[src/rtl/ad7357_decim.sv]
// Block-sum decimator for paired AD7357 samples: optional offset-binary to two's complement
// conversion, per-channel accumulation of 2^DECIM_LOG2 samples, one-entry valid/ready output slot.
module ad7357_decim #(
    parameter int DECIM_LOG2 = 4,
    parameter bit SIGNED_OUT = 1'b1,
    localparam int OW = 14 + DECIM_LOG2
) (
    input  logic          i_clk,
    input  logic          i_rst_n,
    input  logic          i_en,
    input  logic          i_in_valid,
    input  logic [13:0]   i_in_a,
    input  logic [13:0]   i_in_b,
    output logic          o_out_valid,
    input  logic          i_out_ready,
    output logic [OW-1:0] o_out_a,
    output logic [OW-1:0] o_out_b,
    output logic [15:0]   o_drop_cnt,
    input  logic          i_drop_clr
);

    localparam int CW = (DECIM_LOG2 == 0) ? 1 : DECIM_LOG2;
    localparam logic [CW-1:0] LAST = CW'((1 << DECIM_LOG2) - 1);

    typedef enum logic {IDLE, ACCUM} state_t;

    state_t          state_q, state_d;
    logic [OW-1:0]   acc_a_q, acc_a_d, acc_b_q, acc_b_d;
    logic [CW-1:0]   count_q, count_d;
    logic            out_valid_q, out_valid_d;
    logic [OW-1:0]   out_a_q, out_a_d, out_b_q, out_b_d;
    logic [15:0]     drop_cnt_q, drop_cnt_d;
    logic [OW-1:0]   sum_a, sum_b;
    logic            done, drop;

    // Flipping the MSB turns offset binary into two's complement; the signed cast then sign-extends.
    function automatic logic [OW-1:0] extend(input logic [13:0] s);
        logic signed [13:0] t;
        t = s ^ 14'h2000;
        if (SIGNED_OUT)
            return OW'(t);
        return OW'(s);
    endfunction

    always_comb begin
        // NOTE: every comb output gets a default first so no path can infer a latch.
        state_d     = state_q;
        acc_a_d     = acc_a_q;
        acc_b_d     = acc_b_q;
        count_d     = count_q;
        out_valid_d = out_valid_q;
        out_a_d     = out_a_q;
        out_b_d     = out_b_q;
        drop_cnt_d  = drop_cnt_q;
        done        = 1'b0;
        sum_a       = acc_a_q + extend(i_in_a);
        sum_b       = acc_b_q + extend(i_in_b);

        case (state_q)
            IDLE: begin
                acc_a_d = '0;
                acc_b_d = '0;
                count_d = '0;
                if (i_en)
                    state_d = ACCUM;
            end
            ACCUM: begin
                if (!i_en) begin
                    state_d = IDLE;
                    acc_a_d = '0;
                    acc_b_d = '0;
                    count_d = '0;
                end else if (i_in_valid) begin
                    if (count_q == LAST) begin
                        done    = 1'b1;
                        acc_a_d = '0;
                        acc_b_d = '0;
                        count_d = '0;
                    end else begin
                        acc_a_d = sum_a;
                        acc_b_d = sum_b;
                        count_d = count_q + 1'b1;
                    end
                end
            end
            default: state_d = IDLE;
        endcase

        // A finished block only loses out when the slot is full and not being drained this cycle.
        drop = done && out_valid_q && !i_out_ready;
        if (done && !drop) begin
            out_valid_d = 1'b1;
            out_a_d     = sum_a;
            out_b_d     = sum_b;
        end else if (out_valid_q && i_out_ready) begin
            out_valid_d = 1'b0;
        end

        if (i_drop_clr)
            drop_cnt_d = drop ? 16'd1 : 16'd0;
        else if (drop && drop_cnt_q != 16'hFFFF)
            drop_cnt_d = drop_cnt_q + 16'd1;
    end

    // NOTE: sequential state uses non-blocking assignments only, so all flops update together.
    always_ff @(posedge i_clk or negedge i_rst_n) begin
        if (!i_rst_n) begin
            state_q     <= IDLE;
            acc_a_q     <= '0;
            acc_b_q     <= '0;
            count_q     <= '0;
            out_valid_q <= 1'b0;
            out_a_q     <= '0;
            out_b_q     <= '0;
            drop_cnt_q  <= '0;
        end else begin
            state_q     <= state_d;
            acc_a_q     <= acc_a_d;
            acc_b_q     <= acc_b_d;
            count_q     <= count_d;
            out_valid_q <= out_valid_d;
            out_a_q     <= out_a_d;
            out_b_q     <= out_b_d;
            drop_cnt_q  <= drop_cnt_d;
        end
    end

    assign o_out_valid = out_valid_q;
    assign o_out_a     = out_a_q;
    assign o_out_b     = out_b_q;
    assign o_drop_cnt  = drop_cnt_q;

endmodule

[config.mk]
export PLATFORM = sky130hd
export DESIGN_NAME = ad7357_decim
export DESIGN_NICKNAME = d
export VERILOG_FILES = /design/src/rtl/ad7357_decim.sv
export SDC_FILE = /design/constraint.sdc
export NUM_CORES = 1
export LEC_CHECK = 0
export ABC_AREA = 1
export CAP_MARGIN = 20
export CORE_AREA = 4 4 135 98
export DETAILED_ROUTE_END_ITERATION = 7
export DIE_AREA = 0 0 139 102
export HOLD_SLACK_MARGIN = 0.12
export PLACE_DENSITY = 0.73
export SLEW_MARGIN = 15
export SYNTH_ARGS = -nofsm -noshare
export SYNTH_HDL_FRONTEND = slang
export SYNTH_SLANG_ARGS = --single-unit
[constraint.sdc]
create_clock -name i_clk -period 2.95 [get_ports i_clk]
set_input_delay 0.295 -clock i_clk [delete_from_list [all_inputs] [get_ports i_clk]]
set_output_delay 0.295 -clock i_clk [all_outputs]
set_load 0.01 [all_outputs]
-- Word-level counts from Yosys, hierarchy flattened
Cells that the tools add are included.
- register bits after elaboration: 94
- input bits: 34
- output and inout port bits: 53
- word-level logic and storage cells: 49
- add/subtract/negate cells: 4
- eq/ne operators: 3
- muxes and demuxes: 22
- bitwise operators: 3
- reductions and logical operators: 9
- operators by type and width (cell ; number):
    $mux 18 ; 6
    $pmux 18 s2 ; 2
    $add 18x18->18 ; 2
    $mux 16 ; 2
    $add 16x1->16 const B ; 1
    $ne 16x16->1 const B ; 1
    $mux 4 ; 3
    $mux 1 ; 8
    $pmux 4 s2 ; 1
    $logic_and 1x1->1 ; 5
    $add 4x1->4 const B ; 1
    $eq 4x4->1 const B ; 1
    $reduce_bool 2->1 ; 2
    $ne 3x3->1 const B ; 1
    $not 1->1 ; 3
    $logic_not 1->1 ; 2

-- Depth between registers and ports, before layout
- depth after elaboration: 10
- gate-level depth with buffers: 12
- gate-level depth less buffers: 12

-- Worst setup path before layout
Ideal clock, no wire load.
- kind: flip-flop to flip-flop
- from: register acc_b_q[0]
- to: register out_b_q[12] (netlist: o_out_b[12])
- setup time: 117 ps
- arrival time: 1628 ps
- required time: 2833 ps
- slack: 1204 ps
- cell stages (with the launch flop): 11
- path buffers: 0
- clock period less this slack: 1746 ps
- path through: dfrtp_1 ha_1 fa_1 nand3_1 nand2_1 nand2_1 nand2_1 a21oi_1 nand2_1 nand3_1 nand2_1
- word-level cells in the longest chain between the ends: 1
- ends and longest elaborated chain (element ; line ; source):
    start, declared ; 28 ; logic [OW-1:0] acc_a_q, acc_a_d, acc_b_q, acc_b_d;
    start signal, assigned ; 110 ; acc_b_q <= '0;
    start signal, assigned ; 119 ; acc_b_q <= acc_b_d;
    $add 18x18->18 ; 57 ; sum_b = acc_b_q + extend(i_in_b);
    end signal, assigned ; 123 ; out_b_q <= out_b_d;
    end, declared ; 31 ; logic [OW-1:0] out_a_q, out_a_d, out_b_q, out_b_d;
Every way passes these cells.
A chain may end at the register's enable or synchronous reset.

-- Worst setup path in the final report
- from: register acc_a_q[0]
- to: register out_a_q[12] (netlist: o_out_a[12])
- word-level cells in the longest chain between the ends: 1
- ends and longest elaborated chain (element ; line ; source):
    start, declared ; 28 ;
    start signal, assigned ; 109 ; acc_a_q <= '0;
    start signal, assigned ; 118 ; acc_a_q <= acc_a_d;
    $add 18x18->18 ; 56 ; sum_a = acc_a_q + extend(i_in_a);
    end signal, assigned ; 122 ; out_a_q <= out_a_d;
    end, declared ; 31 ;
Every way passes these cells.

==> metrics.log <==
[metrics] run status: complete, no violations
[metrics] count of cells resized by post-cts repair: 0
[metrics] Worst path max stage delay: 430 ps
[metrics] Achievable Freq: 491 MHz
[metrics] worst setup skew after layout: 9.19 ps
[metrics] total iterations of the first detailed-routing run: 5
[metrics] power density cells: 407 nW/um^2
[metrics] Worst Setup Path Type: register to register
[metrics] final net count: 941
[metrics] worst setup slack for register-to-register paths: 910 ps
[metrics] hold endpoint: state_q
[metrics] via count of the first global-routing pass: 4926
[metrics] Netlist Area Pre-Place: 5830 sq um
[metrics] number of antenna cells inserted: 0
[metrics] FILL cells: 1122
[metrics] launch point of the critical path: acc_a_q[0]
[metrics] total number of H-tree levels: 3
[metrics] die width: 139 um
[metrics] number of placed instances with taps included: 1019
[metrics] critical path data required time: 3180 ps
[metrics] global-route wire length before repair: 24.8 mm
[metrics] maximum number of pins on one net before global-route repair: 52
[metrics] R2R cell count: 10
[metrics] Power, Total: 2.92 mW
[metrics] placement row count: 34
[metrics] Die ar.: 14200 sq um
[metrics] half-perimeter wire length after placement: 10.8 mm
[metrics] Post-Layout Cell Count: 1035
[metrics] global placer's final weighted congestion: 0.953
[metrics] maximum vdd drop: 0.000288 V
[metrics] worst slew pin tran: 676 ps
[metrics] Final Hold Fails: 0
[metrics] end of the worst register-to-register path: o_out_a[12]
[metrics] synthesized instance count: 781
[metrics] TritonCTS clock tree: built
[metrics] layout cells sized above 1: 0.0515
[metrics] Slew Limit Fails: 0
[metrics] number of nets in the synthesized netlist: 853
[metrics] clk slew on worst S/H paths: 70 ps
[metrics] port bufs: 86
[metrics] count of pins on the block boundary: 87
[metrics] die height: 102 um
[metrics] hold path depth: 1
[metrics] Slew Limit Headroom: 0.550
[metrics] average via count per standard cell: 5.14
[metrics] post-synthesis to final-layout area growth: 23.3%
[metrics] number of buffers added for setup after CTS: 0
[metrics] total number of clock tree sinks: 94
[metrics] drt drc: 0
[metrics] number of design-rule violations left by the first detailed-router iteration: 440
[metrics] CTS max path bufs: 2
[metrics] critical path fanouts, max: 3
[metrics] Core Area: 12100 sq um
[metrics] worst min path class: input port to register
[metrics] Avg Synthesized Cell Area: 7.46 sq um
[metrics] Worst Setup End Kind: register
[metrics] time the worst path needs with I/O delays and setup: 2040 ps
[metrics] leakage power: 3.69 nW
[metrics] register bit count reported by yosys: 94
[metrics] max cap viols: 0
[metrics] overall fraction of global-route tracks in use: 0.216
[metrics] antenna-violating nets left: 0
[metrics] cell with the largest stage delay on the worst path: sky130_fd_sc_hd__fa_1
[metrics] ordered cell list for the critical path: ha_1 -> fa_1 -> nand3_1 -> nand2_1 -> nand2_1 -> nand2_1 -> a21oi_1 -> nand2_1 -> nand3_1 -> nand2_1
[metrics] cell type with the highest occurrence count on the critical path: sky130_fd_sc_hd__nand2_1
[metrics] launch point of the worst reg-to-reg path: acc_a_q[0]
[metrics] average wire length per cell after detail routing: 14.1 um
[metrics] portion of the post-synthesis area used by sequential elements: 0.404
[metrics] initial antenna violation count: 0
[metrics] post-route clock period utilization: 0.691
[metrics] number of vias after detailed routing: 5318
[metrics] Setup TNS: 0 ps
[metrics] initial cell density of the core: 0.482
[metrics] RSZ-0062 raised after global routing: false
[metrics] critical path data arrival time: 2270 ps
[metrics] Netlist cell types: 37
[metrics] Min-Delay Startpoint: i_en
[metrics] setup violators final: 0
[metrics] Yosys Warn Count: 0
[metrics] routed wire length: 14.6 mm
[metrics] clock latency on the worst-skew pair: 350 ps
[metrics] clock buffer count from CTS: 9
[metrics] element type at the critical path start: register
[metrics] final global-route overflow total: 0
[metrics] clock tree root driver cell: sky130_fd_sc_hd__clkbuf_16
[cell usage in the layout, fill, tap and decap left out, drive strengths merged]
master and n:
o211ai 1, clkbuf 12, xnor2 7, buf 7
nor3 6, inv 71, nand3 77, nand2 291
fa 2, dfrtp 94, o21bai 2, ha 36
nand3b 7, xor2 16, a22o 2, and2 3
a21oi 38, dlygate4sd3 1, clkinv 3, nor2 45
nand4 12, clkdlybuf4s50 85, nor4 1, bufinv 1
or2 3, o21ai 50
[cells in the mapped netlist]
cell                       count  share of area
sky130_fd_sc_hd__nand4_2       1         0.0021
sky130_fd_sc_hd__and2_1        3         0.0032
sky130_fd_sc_hd__o21bai_1      2         0.0026
sky130_fd_sc_hd__buf_8         1         0.0026
sky130_fd_sc_hd__inv_2         3         0.0019
sky130_fd_sc_hd__xnor2_1       7          0.011
sky130_fd_sc_hd__buf_1         1        0.00064
sky130_fd_sc_hd__nor3_4        1         0.0028
sky130_fd_sc_hd__inv_1        68          0.044
sky130_fd_sc_hd__xor2_1       16          0.024
sky130_fd_sc_hd__nor3_1        4         0.0034
sky130_fd_sc_hd__nand3_2       2         0.0034
sky130_fd_sc_hd__nand3_1      75          0.064
sky130_fd_sc_hd__a22o_1        2         0.0030
sky130_fd_sc_hd__ha_1         36          0.077
sky130_fd_sc_hd__nand2_2       3         0.0032
sky130_fd_sc_hd__nand2_4       1         0.0019
sky130_fd_sc_hd__or2_2         3         0.0032
sky130_fd_sc_hd__nor2_1       42          0.027
sky130_fd_sc_hd__o21ai_0      46          0.040
sky130_fd_sc_hd__clkinv_1      1        0.00064
sky130_fd_sc_hd__buf_4         2         0.0026
sky130_fd_sc_hd__fa_1          2         0.0069
sky130_fd_sc_hd__a21oi_1      38          0.033
sky130_fd_sc_hd__o21ai_2       4         0.0060
sky130_fd_sc_hd__dfrtp_1      94           0.40
sky130_fd_sc_hd__nor2_4        2         0.0039
sky130_fd_sc_hd__buf_2         6         0.0052
sky130_fd_sc_hd__nor3_2        1         0.0017
sky130_fd_sc_hd__clkbuf_2      1        0.00086
sky130_fd_sc_hd__nand3b_1      7         0.0090
sky130_fd_sc_hd__nand4_1      11          0.012
sky130_fd_sc_hd__nand2_1     287           0.18
sky130_fd_sc_hd__nor2_2        1         0.0011
sky130_fd_sc_hd__o211ai_1      1         0.0013
sky130_fd_sc_hd__nor4_4        1         0.0037
sky130_fd_sc_hd__clkbuf_1      5         0.0032
[worst max-delay path, delay by kind of cell, from the launching register on]
kind	cells	cell delay (ps)
AOI/OAI and AO/OA	1	200
adders and majority gates	2	690
and+or+nand+nor	7	650
DFF	1	380
[flip-flops by register name (all words and copies together), names as in the netlist]
signal       count
acc_a_q         18
acc_b_q         18
o_out_a         18
o_out_b         18
o_drop_cnt      16
count_q          4
o_out_valid      1
state_q          1
[logic make-up after synthesis]
kind of cell	share of synthesized area
simple gates	0.331
fa+ha+maj	0.0842
compound gates	0.0851
flops	0.404
xor+xnor	0.0346
buf+inv	0.0614
[worst max path at each step]
stage                     slack [ps]     endpoint  cells after the start
after floorplan                 1200  o_out_b[12]                     10
after global placement           640  o_out_b[12]                     11
after detailed placement         590  o_out_b[12]                     11
after CTS                        910  acc_a_q[12]                     10
after global routing             740  o_out_a[12]                     10
final                            910  o_out_a[12]                     10
[metrics by stage]
step                      utilization  hold WS, ps  cell area, sq um  setup WS [ps]
after floorplan                     -       -0.591              5830           1200
after global placement          0.569          378              6870            636
after detailed placement        0.569          379              6870            595
after CTS                       0.594          413              7180            913
after global routing            0.594          421              7180            740
final                           0.594          427              7180            913
[per-layer routing]
layer  global-route usage  wire length (um)
met1                0.339              7650
met2                0.299              5810
met3               0.0454               980
met4               0.0556               169
met5                    0                 0
[layout make-up]
| class | count | area (sq um) | area share |
|---|---|---|---|
| clock buffer | 12 | 256 | 0.0357 |
| clock inverter | 3 | 43.8 | 0.00610 |
| inverter | 72 | 270 | 0.0376 |
| multi-input combinational | 599 | 3120 | 0.434 |
| sequential | 94 | 2350 | 0.328 |
| tap | 162 | 203 | 0.0282 |
| timing repair buffer | 93 | 938 | 0.131 |
[timing repair]
action                                 in CTS  in global routing
hold buffers                                1                  0
setup endpoints to repair                   0                  0
endpoints found under the hold margin      50                  0
[power by group]
part | internal, mW | switching [mW] | leakage, nW
Clock | 0.699 | 0.480 | 0.149
Sequential | 1.31 | 0.0148 | 1.30
Combinational | 0.157 | 0.260 | 2.24
Total | 2.17 | 0.755 | 3.69
Note: power is estimated with default switching activity, not from simulation.
